<file path="src/rtl/useq_pkg.sv">
// Shared definitions for the useq mailbox: error-flag layout and count-vector packing.
package useq_pkg;

    localparam int ERR_H2C_OVF  = 0;
    localparam int ERR_H2C_UDF  = 1;
    localparam int ERR_C2H_OVF  = 2;
    localparam int ERR_C2H_UDF  = 3;
    localparam int ERR_PER_CHAN = 4;

    // LSB of channel 'chan' inside a packed per-channel count vector of 'nw'-bit fields.
    function automatic int count_lsb(input int chan, input int nw);
        return chan * nw;
    endfunction

endpackage

</file>
<file path="src/rtl/useq_mailbox_if.sv">
// Host/core bus bundle for the useq mailbox; slave is the mailbox, master is the host/core side.
interface useq_mailbox_if #(
    parameter int DATA_W   = 8,
    parameter int DEPTH    = 16,
    parameter int NUM_CHAN = 2
);
    localparam int AW = $clog2(DEPTH);
    localparam int CW = (NUM_CHAN > 1) ? $clog2(NUM_CHAN) : 1;
    localparam int NW = AW + 1;

    logic                     h_wr;
    logic [CW-1:0]            h_wr_chan;
    logic [DATA_W-1:0]        h_wr_data;
    logic                     h_rd;
    logic [CW-1:0]            h_rd_chan;
    logic [DATA_W-1:0]        h_rd_data;
    logic                     h_rd_valid;
    logic                     c_wr;
    logic [CW-1:0]            c_wr_chan;
    logic [DATA_W-1:0]        c_wr_data;
    logic                     c_rd;
    logic [CW-1:0]            c_rd_chan;
    logic [DATA_W-1:0]        c_rd_data;
    logic                     c_rd_valid;
    logic [NUM_CHAN*NW-1:0]   h2c_count;
    logic [NUM_CHAN*NW-1:0]   c2h_count;
    logic [NUM_CHAN-1:0]      h2c_full;
    logic [NUM_CHAN-1:0]      h2c_empty;
    logic [NUM_CHAN-1:0]      c2h_full;
    logic [NUM_CHAN-1:0]      c2h_empty;
    logic [NUM_CHAN-1:0]      core_irq;
    logic [NUM_CHAN-1:0]      host_irq;
    logic [4*NUM_CHAN-1:0]    err;
    logic                     err_clr;

    modport slave (
        input  h_wr, h_wr_chan, h_wr_data, h_rd, h_rd_chan,
        input  c_wr, c_wr_chan, c_wr_data, c_rd, c_rd_chan, err_clr,
        output h_rd_data, h_rd_valid, c_rd_data, c_rd_valid,
        output h2c_count, c2h_count, h2c_full, h2c_empty, c2h_full, c2h_empty,
        output core_irq, host_irq, err
    );

    modport master (
        output h_wr, h_wr_chan, h_wr_data, h_rd, h_rd_chan,
        output c_wr, c_wr_chan, c_wr_data, c_rd, c_rd_chan, err_clr,
        input  h_rd_data, h_rd_valid, c_rd_data, c_rd_valid,
        input  h2c_count, c2h_count, h2c_full, h2c_empty, c2h_full, c2h_empty,
        input  core_irq, host_irq, err
    );

endinterface

</file>
<file path="src/rtl/useq_mbox_fifo.sv">
// Single-direction mailbox FIFO: head-of-queue peek, accept/error strobes and a
// registered pulse when the fill level rises through the threshold.
module useq_mbox_fifo #(
    parameter int DATA_W     = 8,
    parameter int DEPTH      = 16,
    parameter int IRQ_THRESH = 1,
    localparam int AW        = $clog2(DEPTH),
    localparam int NW        = AW + 1
) (
    input  logic              clk,
    input  logic              rst_n,
    input  logic              wr,
    input  logic [DATA_W-1:0] wr_data,
    input  logic              rd,
    output logic [DATA_W-1:0] rd_head,
    output logic              rd_acc,
    output logic [NW-1:0]     count,
    output logic              full,
    output logic              empty,
    output logic              ovf,
    output logic              udf,
    output logic              xing
);

    logic [DATA_W-1:0] mem_q [DEPTH];
    logic [AW-1:0]     wptr_q, wptr_d;
    logic [AW-1:0]     rptr_q, rptr_d;
    logic [NW-1:0]     count_q, count_d;
    logic              above_q, above_d;
    logic              xing_q, xing_d;
    logic              wr_acc_s;

    assign rd_head = mem_q[rptr_q];
    assign count   = count_q;
    assign xing    = xing_q;

    // Acceptance, error strobes and next-state for pointers, level and threshold tracking.
    always_comb begin
        full     = (count_q == NW'(DEPTH));
        empty    = (count_q == {NW{1'b0}});
        wr_acc_s = wr & ~full;
        rd_acc   = rd & ~empty;
        ovf      = wr & full;
        udf      = rd & empty;

        if (wr_acc_s) begin
            wptr_d = wptr_q + AW'(1);
        end else begin
            wptr_d = wptr_q;
        end

        if (rd_acc) begin
            rptr_d = rptr_q + AW'(1);
        end else begin
            rptr_d = rptr_q;
        end

        case ({wr_acc_s, rd_acc})
            2'b10:   count_d = count_q + NW'(1);
            2'b01:   count_d = count_q - NW'(1);
            default: count_d = count_q;
        endcase

        // The pulse follows the registered level, so it lands one cycle after the count moves.
        above_d = (count_q >= NW'(IRQ_THRESH));
        xing_d  = above_d & ~above_q;
    end

    // Pointer, level and threshold state with synchronous reset.
    always_ff @(posedge clk) begin
        if (!rst_n) begin
            wptr_q  <= {AW{1'b0}};
            rptr_q  <= {AW{1'b0}};
            count_q <= {NW{1'b0}};
            above_q <= 1'b0;
            xing_q  <= 1'b0;
        end else begin
            wptr_q  <= wptr_d;
            rptr_q  <= rptr_d;
            count_q <= count_d;
            above_q <= above_d;
            xing_q  <= xing_d;
        end
    end

    // Storage is deliberately not reset; a stale entry is unreachable once pointers clear.
    always_ff @(posedge clk) begin
        if (rst_n && wr_acc_s) begin
            mem_q[wptr_q] <= wr_data;
        end
    end

endmodule

</file>
<file path="src/rtl/useq_mailbox.sv">
// Multi-channel host<->core mailbox: per-channel h2c/c2h FIFOs, channel decode,
// registered read ports and sticky per-channel error flags.
module useq_mailbox
    import useq_pkg::*;
#(
    parameter int DATA_W     = 8,
    parameter int DEPTH      = 16,
    parameter int NUM_CHAN   = 2,
    parameter int IRQ_THRESH = 1
) (
    input  logic            clk,
    input  logic            rst_n,
    useq_mailbox_if.slave   bus
);

    localparam int AW = $clog2(DEPTH);
    localparam int CW = (NUM_CHAN > 1) ? $clog2(NUM_CHAN) : 1;
    localparam int NW = AW + 1;
    localparam int EW = ERR_PER_CHAN * NUM_CHAN;

    logic [DATA_W-1:0]   h2c_head_s [NUM_CHAN];
    logic [DATA_W-1:0]   c2h_head_s [NUM_CHAN];
    logic [NUM_CHAN-1:0] h2c_rd_acc_s, c2h_rd_acc_s;
    logic [NUM_CHAN-1:0] h2c_ovf_s, h2c_udf_s, c2h_ovf_s, c2h_udf_s;

    logic [DATA_W-1:0]   h_rd_data_q, h_rd_data_d;
    logic                h_rd_valid_q, h_rd_valid_d;
    logic [DATA_W-1:0]   c_rd_data_q, c_rd_data_d;
    logic                c_rd_valid_q, c_rd_valid_d;
    logic [EW-1:0]       err_q, err_d;

    // A select outside 0..NUM_CHAN-1 matches no channel, so the strobe vanishes silently.
    for (genvar k = 0; k < NUM_CHAN; k++) begin : g_chan
        logic [NW-1:0] h2c_cnt_s, c2h_cnt_s;

        useq_mbox_fifo #(
            .DATA_W     (DATA_W),
            .DEPTH      (DEPTH),
            .IRQ_THRESH (IRQ_THRESH)
        ) u_h2c (
            .clk     (clk),
            .rst_n   (rst_n),
            .wr      (bus.h_wr & (bus.h_wr_chan == CW'(k))),
            .wr_data (bus.h_wr_data),
            .rd      (bus.c_rd & (bus.c_rd_chan == CW'(k))),
            .rd_head (h2c_head_s[k]),
            .rd_acc  (h2c_rd_acc_s[k]),
            .count   (h2c_cnt_s),
            .full    (bus.h2c_full[k]),
            .empty   (bus.h2c_empty[k]),
            .ovf     (h2c_ovf_s[k]),
            .udf     (h2c_udf_s[k]),
            .xing    (bus.core_irq[k])
        );

        useq_mbox_fifo #(
            .DATA_W     (DATA_W),
            .DEPTH      (DEPTH),
            .IRQ_THRESH (IRQ_THRESH)
        ) u_c2h (
            .clk     (clk),
            .rst_n   (rst_n),
            .wr      (bus.c_wr & (bus.c_wr_chan == CW'(k))),
            .wr_data (bus.c_wr_data),
            .rd      (bus.h_rd & (bus.h_rd_chan == CW'(k))),
            .rd_head (c2h_head_s[k]),
            .rd_acc  (c2h_rd_acc_s[k]),
            .count   (c2h_cnt_s),
            .full    (bus.c2h_full[k]),
            .empty   (bus.c2h_empty[k]),
            .ovf     (c2h_ovf_s[k]),
            .udf     (c2h_udf_s[k]),
            .xing    (bus.host_irq[k])
        );

        assign bus.h2c_count[count_lsb(k, NW) +: NW] = h2c_cnt_s;
        assign bus.c2h_count[count_lsb(k, NW) +: NW] = c2h_cnt_s;
    end

    assign bus.h_rd_data  = h_rd_data_q;
    assign bus.h_rd_valid = h_rd_valid_q;
    assign bus.c_rd_data  = c_rd_data_q;
    assign bus.c_rd_valid = c_rd_valid_q;
    assign bus.err        = err_q;

    // Read-port muxing and sticky error update; new errors win over a same-cycle clear.
    always_comb begin
        h_rd_data_d  = h_rd_data_q;
        h_rd_valid_d = 1'b0;
        c_rd_data_d  = c_rd_data_q;
        c_rd_valid_d = 1'b0;

        if (bus.err_clr) begin
            err_d = {EW{1'b0}};
        end else begin
            err_d = err_q;
        end

        for (int k = 0; k < NUM_CHAN; k++) begin
            h_rd_data_d  = c2h_rd_acc_s[k] ? c2h_head_s[k] : h_rd_data_d;
            h_rd_valid_d = h_rd_valid_d | c2h_rd_acc_s[k];
            c_rd_data_d  = h2c_rd_acc_s[k] ? h2c_head_s[k] : c_rd_data_d;
            c_rd_valid_d = c_rd_valid_d | h2c_rd_acc_s[k];

            err_d[ERR_PER_CHAN*k + ERR_H2C_OVF] = err_d[ERR_PER_CHAN*k + ERR_H2C_OVF] | h2c_ovf_s[k];
            err_d[ERR_PER_CHAN*k + ERR_H2C_UDF] = err_d[ERR_PER_CHAN*k + ERR_H2C_UDF] | h2c_udf_s[k];
            err_d[ERR_PER_CHAN*k + ERR_C2H_OVF] = err_d[ERR_PER_CHAN*k + ERR_C2H_OVF] | c2h_ovf_s[k];
            err_d[ERR_PER_CHAN*k + ERR_C2H_UDF] = err_d[ERR_PER_CHAN*k + ERR_C2H_UDF] | c2h_udf_s[k];
        end
    end

    // Output registers with synchronous reset.
    always_ff @(posedge clk) begin
        if (!rst_n) begin
            h_rd_data_q  <= {DATA_W{1'b0}};
            h_rd_valid_q <= 1'b0;
            c_rd_data_q  <= {DATA_W{1'b0}};
            c_rd_valid_q <= 1'b0;
            err_q        <= {EW{1'b0}};
        end else begin
            h_rd_data_q  <= h_rd_data_d;
            h_rd_valid_q <= h_rd_valid_d;
            c_rd_data_q  <= c_rd_data_d;
            c_rd_valid_q <= c_rd_valid_d;
            err_q        <= err_d;
        end
    end

endmodule
</file>
<file path="src/flat_wrapper.sv">
// flat-port wrapper written by rule: the top's interface ports become plain ports
module useq_mailbox_flat import useq_pkg::*;
#(
    parameter int DATA_W     = 8,
    parameter int DEPTH      = 16,
    parameter int NUM_CHAN   = 2,
    parameter int IRQ_THRESH = 1
)
  (clk, rst_n, bus_h_wr, bus_h_wr_chan, bus_h_wr_data, bus_h_rd, bus_h_rd_chan, bus_c_wr, bus_c_wr_chan, bus_c_wr_data, bus_c_rd, bus_c_rd_chan, bus_err_clr, bus_h_rd_data, bus_h_rd_valid, bus_c_rd_data, bus_c_rd_valid, bus_h2c_count, bus_c2h_count, bus_h2c_full, bus_h2c_empty, bus_c2h_full, bus_c2h_empty, bus_core_irq, bus_host_irq, bus_err);
  useq_mailbox_if #(.DATA_W(DATA_W), .DEPTH(DEPTH), .NUM_CHAN(NUM_CHAN)) bus_i ();
  input  logic clk;
  input  logic rst_n;
  input wire logic [$bits(bus_i.h_wr)-1:0] bus_h_wr;
  input wire logic [$bits(bus_i.h_wr_chan)-1:0] bus_h_wr_chan;
  input wire logic [$bits(bus_i.h_wr_data)-1:0] bus_h_wr_data;
  input wire logic [$bits(bus_i.h_rd)-1:0] bus_h_rd;
  input wire logic [$bits(bus_i.h_rd_chan)-1:0] bus_h_rd_chan;
  input wire logic [$bits(bus_i.c_wr)-1:0] bus_c_wr;
  input wire logic [$bits(bus_i.c_wr_chan)-1:0] bus_c_wr_chan;
  input wire logic [$bits(bus_i.c_wr_data)-1:0] bus_c_wr_data;
  input wire logic [$bits(bus_i.c_rd)-1:0] bus_c_rd;
  input wire logic [$bits(bus_i.c_rd_chan)-1:0] bus_c_rd_chan;
  input wire logic [$bits(bus_i.err_clr)-1:0] bus_err_clr;
  output wire logic [$bits(bus_i.h_rd_data)-1:0] bus_h_rd_data;
  output wire logic [$bits(bus_i.h_rd_valid)-1:0] bus_h_rd_valid;
  output wire logic [$bits(bus_i.c_rd_data)-1:0] bus_c_rd_data;
  output wire logic [$bits(bus_i.c_rd_valid)-1:0] bus_c_rd_valid;
  output wire logic [$bits(bus_i.h2c_count)-1:0] bus_h2c_count;
  output wire logic [$bits(bus_i.c2h_count)-1:0] bus_c2h_count;
  output wire logic [$bits(bus_i.h2c_full)-1:0] bus_h2c_full;
  output wire logic [$bits(bus_i.h2c_empty)-1:0] bus_h2c_empty;
  output wire logic [$bits(bus_i.c2h_full)-1:0] bus_c2h_full;
  output wire logic [$bits(bus_i.c2h_empty)-1:0] bus_c2h_empty;
  output wire logic [$bits(bus_i.core_irq)-1:0] bus_core_irq;
  output wire logic [$bits(bus_i.host_irq)-1:0] bus_host_irq;
  output wire logic [$bits(bus_i.err)-1:0] bus_err;
  assign bus_i.h_wr = bus_h_wr;
  assign bus_i.h_wr_chan = bus_h_wr_chan;
  assign bus_i.h_wr_data = bus_h_wr_data;
  assign bus_i.h_rd = bus_h_rd;
  assign bus_i.h_rd_chan = bus_h_rd_chan;
  assign bus_i.c_wr = bus_c_wr;
  assign bus_i.c_wr_chan = bus_c_wr_chan;
  assign bus_i.c_wr_data = bus_c_wr_data;
  assign bus_i.c_rd = bus_c_rd;
  assign bus_i.c_rd_chan = bus_c_rd_chan;
  assign bus_i.err_clr = bus_err_clr;
  assign bus_h_rd_data = bus_i.h_rd_data;
  assign bus_h_rd_valid = bus_i.h_rd_valid;
  assign bus_c_rd_data = bus_i.c_rd_data;
  assign bus_c_rd_valid = bus_i.c_rd_valid;
  assign bus_h2c_count = bus_i.h2c_count;
  assign bus_c2h_count = bus_i.c2h_count;
  assign bus_h2c_full = bus_i.h2c_full;
  assign bus_h2c_empty = bus_i.h2c_empty;
  assign bus_c2h_full = bus_i.c2h_full;
  assign bus_c2h_empty = bus_i.c2h_empty;
  assign bus_core_irq = bus_i.core_irq;
  assign bus_host_irq = bus_i.host_irq;
  assign bus_err = bus_i.err;
  useq_mailbox #(.DATA_W(DATA_W), .DEPTH(DEPTH), .NUM_CHAN(NUM_CHAN), .IRQ_THRESH(IRQ_THRESH)) u_core (.clk(clk), .rst_n(rst_n), .bus(bus_i));
endmodule
</file>
<file path="config.mk">
export PLATFORM = sky130hd
export DESIGN_NAME = useq_mailbox_flat
export DESIGN_NICKNAME = d
export VERILOG_FILES = /design/src/rtl/useq_pkg.sv /design/src/rtl/useq_mailbox_if.sv /design/src/rtl/useq_mbox_fifo.sv /design/src/rtl/useq_mailbox.sv /design/src/flat_wrapper.sv
export SDC_FILE = /design/constraint.sdc
export NUM_CORES = 1
export LEC_CHECK = 0
export ABC_CLOCK_PERIOD_IN_PS = 2800
export CAP_MARGIN = 0
export CORE_MARGIN = 4
export CORE_UTILIZATION = 45
export DETAILED_ROUTE_END_ITERATION = 7
export HOLD_SLACK_MARGIN = 0.05
export PLACE_DENSITY = 0.64
export RECOVER_POWER = 25
export SLEW_MARGIN = 20
export SYNTH_ARGS = -nofsm -noshare
export SYNTH_HDL_FRONTEND = slang
export SYNTH_SLANG_ARGS = --single-unit
</file>
<file path="constraint.sdc">
create_clock -name clk -period 2.8 [get_ports clk]
set_input_delay 0.56 -clock clk [delete_from_list [all_inputs] [get_ports clk]]
set_output_delay 0.56 -clock clk [all_outputs]
set_load 0.05 [all_outputs]
</file>
==> out/qor_table.md <==
| Quantity | Value | Unit |
|:---|:---|:---|
| Status | finished with violations | - |
| Failing checks | max-capacitance violations, max-slew violations | - |
| Detail-routed net length per standard cell | 22.4 | um |
| Cell at the root of the clock tree | sky130_fd_sc_hd__clkbuf_16 | - |
| Required time of the critical path | 2240 | ps |
| Post-route DRC | 0 | - |
| Max-slew violation total from the final report | 330 | - |
| Yosys warnings | 0 | - |
| Total global-route track usage | 0.186 | - |
| FF+latch count, synth | 614 | - |
| Global route overflow | 0 | - |
| Overall die area | 58300 | sq um |
| Maximum number of pins on one net before global-route repair | 35 | - |
| Number of failing hold endpoints at the final stage | 0 | - |
| Share of the synthesized area in the top cell type | 0.627 | - |
| Synthesis-to-layout area growth | 17.5 | % |
| Critical path endpoint | bus_h2c_empty[1] | - |
| R2R cell count | 10 | - |
| Worst R2R End | u_core.g_chan[0].u_h2c.count[2] | - |
| Flip-flop cell with the highest count after synthesis | sky130_fd_sc_hd__edfxtp_1 | - |
| Combined flip-flop and latch cell area | 17400 | sq um |
| Final worst path period share | 0.953 | - |
| Cell type with the highest aggregate area in the netlist | sky130_fd_sc_hd__edfxtp_1 | - |
| Worst R2R Start | u_core.g_chan[0].u_h2c.count[1] | - |
| Final sum of negative setup slack | 0 | ps |
| Actual slew at the worst max-slew pin | 1690 | ps |
| Number of hold-repair buffers added at the cts stage | 0 | - |
| Clock latency on the worst-skew pair | 620 | ps |
| Peak supply drop | 608 | uV |
| Diodes inserted | 0 | - |
| Register clock-pin slew on the reported worst setup and hold paths | 60 | ps |
| Highest-count cells in the layout ignoring fill and taps | sky130_fd_sc_hd__edfxtp_1, sky130_fd_sc_hd__mux2i_1, sky130_fd_sc_hd__nor2_1 | - |
| Initial antenna violation count | 0 | - |
| Height of the die | 241 | um |
| Synthesized area divided by synthesized cell count | 16.3 | sq um |
| Area of combinational cells with multiple inputs | 6520 | sq um |
| Post-synthesis cell count | 1500 | - |
| Path category of the worst min-delay check | reg2reg | - |
| WS Path Type | reg2out | - |
| Via count of the first global-routing pass | 13400 | - |
| Number of cells in the finished layout apart from fillers | 2454 | - |
| Number of inserted filler cells in the final layout | 4331 | - |
| RSZ-0062 raised after global routing | no | - |
| Fraction of final layout cells with drive strength greater than 1 | 0.164 | - |
| Global-route wire length before repair | 82400 | um |
| Worst Path Arrival | 2110 | ps |
| Crit path from | u_core.g_chan[1].u_h2c.count[1] | - |
| Number of library cell types mapped by synthesis | 51 | - |
| Portion of the post-synthesis area used by sequential elements | 0.711 | - |
| FP Rows | 85 | - |
| Area of the core region | 53900 | sq um |
| Critical Path Start Type | register | - |
| Post-Syn Area | 24500 | sq um |
| Htree depth | 2 | - |
| Total CTS buffers | 61 | - |
| Max_slew headroom | -0.128 | - |
| Crit. End Element | output pin | - |
| Most common cell after layout, fill and taps aside | sky130_fd_sc_hd__edfxtp_1 | - |
| Die Wd | 241 | um |
| CTS Buffer Depth | 3 | - |
| Clock skew | 23.7 | ps |
| Post-CTS Repair Setup Buffers | 0 | - |
| Areal power density over the cells | 712 | nW/um^2 |
| Register-to-register setup slack | 190 | ps |
| Number of top-level design ports | 85 | - |
| CTS tree | done | - |
| Total wirelength of the detailed-routed design | 55000 | um |
| Minimum clock period after layout | 2670 | ps |
| Min-Delay Startpoint | u_core.g_chan[1].u_c2h.above_q | - |
| DRC violation total after the first TritonRoute iteration | 1013 | - |
| Count of nets after finishing | 1772 | - |
| Count of port buffers added during placement | 84 | - |
| Count of nets left with antenna violations after detail routing | 0 | - |
| Achievable clock frequency | 375 | MHz |
| Biggest area contributors in the synthesized netlist | sky130_fd_sc_hd__edfxtp_1, sky130_fd_sc_hd__dfxtp_1, sky130_fd_sc_hd__mux2i_1 | - |
| Synth Net Count | 1567 | - |
| Leakage dissipation | 9.36 | nW |
| Via-to-Cell Ratio | 5.52 | - |
| Half-perimeter wire length of the detailed placement result | 36000 | um |
| Number of cells after detailed placement | 2338 | - |
| Count of endpoints failing setup in the final report | 0 | - |
| First-pass iteration count of the detailed router | 5 | - |
| Number of flops mapped to enable cells by yosys | 512 | - |
| Number of violations of the max-capacitance limit | 10 | - |
| CTS Sinks | 614 | - |
| RD Place Congestion | 0.868 | - |
| Total via count after detailed routing | 13500 | - |
| Async set-reset flop share out of synthesis | 0 | - |
| Biggest fanout along the worst timing path | 6 | - |
| Starting density of the core | 0.455 | - |
-- worst min-delay path by stage --
stage,end,slack (ps),cells after the start
after CTS,u_core.g_chan[1].u_c2h.xing,380,1
after floorplan,u_core.g_chan[0].u_c2h.xing,370,1
after global placement,u_core.g_chan[1].u_h2c.xing,370,1
after global routing,u_core.g_chan[1].u_c2h.xing,390,1
final,u_core.g_chan[1].u_c2h.xing,380,1
after detailed placement,u_core.g_chan[0].u_h2c.xing,370,1
-- worst max-delay path, stage by stage, from the launching register on --
cell,delay (ps)
sky130_fd_sc_hd__dfxtp_1,360
sky130_fd_sc_hd__inv_1,150
sky130_fd_sc_hd__ha_1,240
sky130_fd_sc_hd__nor4b_2,340
sky130_fd_sc_hd__buf_4,200
sky130_fd_sc_hd__buf_4,200
-- registers in the layout, indices dropped and copies added, names as in the netlist, named ones only --
signal,count
u_core.bus.h_rd_valid,1
u_core.g_chan.u_c2h.above_q,2
u_core.g_chan.u_c2h.count,10
u_core.g_chan.u_h2c.count,10
u_core.g_chan.u_c2h.mem_q,256
u_core.g_chan.u_h2c.mem_q,256
u_core.g_chan.u_h2c.wptr_q,8
u_core.g_chan.u_h2c.rptr_q,8
u_core.bus.err,8
u_core.g_chan.u_h2c.xing,2
u_core.g_chan.u_c2h.xing,2
u_core.bus.c_rd_valid,1
u_core.g_chan.u_h2c.above_q,2
u_core.g_chan.u_c2h.rptr_q,8
u_core.g_chan.u_c2h.wptr_q,8
u_core.bus.h_rd_data,8
u_core.bus.c_rd_data,8
-- synthesized netlist by cell type, types with 8 or more instances --
| cell | count |
|---|---|
| sky130_fd_sc_hd__nor2_1 | 149 |
| sky130_fd_sc_hd__xnor2_1 | 17 |
| sky130_fd_sc_hd__nor3_1 | 8 |
| sky130_fd_sc_hd__nand4_1 | 15 |
| sky130_fd_sc_hd__mux4_2 | 50 |
| sky130_fd_sc_hd__a22oi_1 | 64 |
| sky130_fd_sc_hd__mux2i_1 | 178 |
| sky130_fd_sc_hd__edfxtp_1 | 512 |
| sky130_fd_sc_hd__nor2b_1 | 19 |
| sky130_fd_sc_hd__dfxtp_1 | 102 |
| sky130_fd_sc_hd__clkbuf_1 | 24 |
| sky130_fd_sc_hd__buf_6 | 8 |
| sky130_fd_sc_hd__a211oi_1 | 15 |
| sky130_fd_sc_hd__nand3_1 | 18 |
| sky130_fd_sc_hd__a21oi_1 | 24 |
| sky130_fd_sc_hd__buf_2 | 15 |
| sky130_fd_sc_hd__a32oi_1 | 14 |
| sky130_fd_sc_hd__nand2_1 | 37 |
| sky130_fd_sc_hd__inv_1 | 29 |
| sky130_fd_sc_hd__a22o_1 | 10 |
| sky130_fd_sc_hd__ha_1 | 40 |
| sky130_fd_sc_hd__xor2_1 | 23 |
| sky130_fd_sc_hd__a31oi_1 | 12 |
| sky130_fd_sc_hd__buf_4 | 23 |
-- cell type report --
| class | count | area share |
|---|---|---|
| Sequential cell | 614 | 0.605 |
| Multi-Input combinational cell | 778 | 0.226 |
| Timing Repair Buffer | 219 | 0.0646 |
| Clock buffer | 86 | 0.0591 |
| Tap cell | 696 | 0.0302 |
| Clock inverter | 30 | 0.0106 |
| Inverter | 31 | 0.00421 |
-- routing by layer --
layer | global-route usage | up-vias | share of wire
met5 | 0 | - | 0
met4 | 0.0463 | 0 | 0.019
met3 | 0.0315 | 73 | 0.052
met2 | 0.316 | 354 | 0.50
met1 | 0.253 | 6890 | 0.42
li1 | - | 6222 | -
-- repair_timing --
| item | in CTS | in global routing |
|---|---|---|
| gates resized for setup | 3 | 1 |
| setup endpoints to repair | 3 | 1 |
| endpoints found under the hold margin | 0 | 0 |
-- power by group --
group | switching, mW | internal [mW]
logic | 1.31 | 0.855
clock network | 3.35 | 4.78
registers | 0.163 | 10.0
-- stage by stage --
| stage | setup WS, ps | utilization | power (mW) | cell area [sq um] | hold WS, ps |
|---|---|---|---|---|---|
| 2_1_floorplan | 56.0 | - | 11.8 | 24500 | 367 |
| 3_3_place_gp | 169 | 0.498 | 12.6 | 26900 | 374 |
| 3_5_place_dp | 158 | 0.498 | 12.6 | 26900 | 372 |
| 4_1_cts | 81.8 | 0.535 | 20.7 | 28900 | 380 |
| 5_1_grt | 20.8 | 0.534 | 21.2 | 28800 | 394 |
| 6_report | 132 | 0.534 | 20.5 | 28800 | 376 |
-- cells by family (layout without fill, tap and decap cells) --
group                    after synthesis  after routing  synth area share
adder cells (fa/ha/maj)               40             40            0.0204
multiplexers                         233            233             0.121
XOR/XNOR                              40             40            0.0143
AO/OA/AOI/OAI                        179            179            0.0548
AND/OR/NAND/NOR                      286            286            0.0554
flip-flops                           614            614             0.711
buffers and inverters                108            366            0.0235
(Power assumes the default switching activity.)
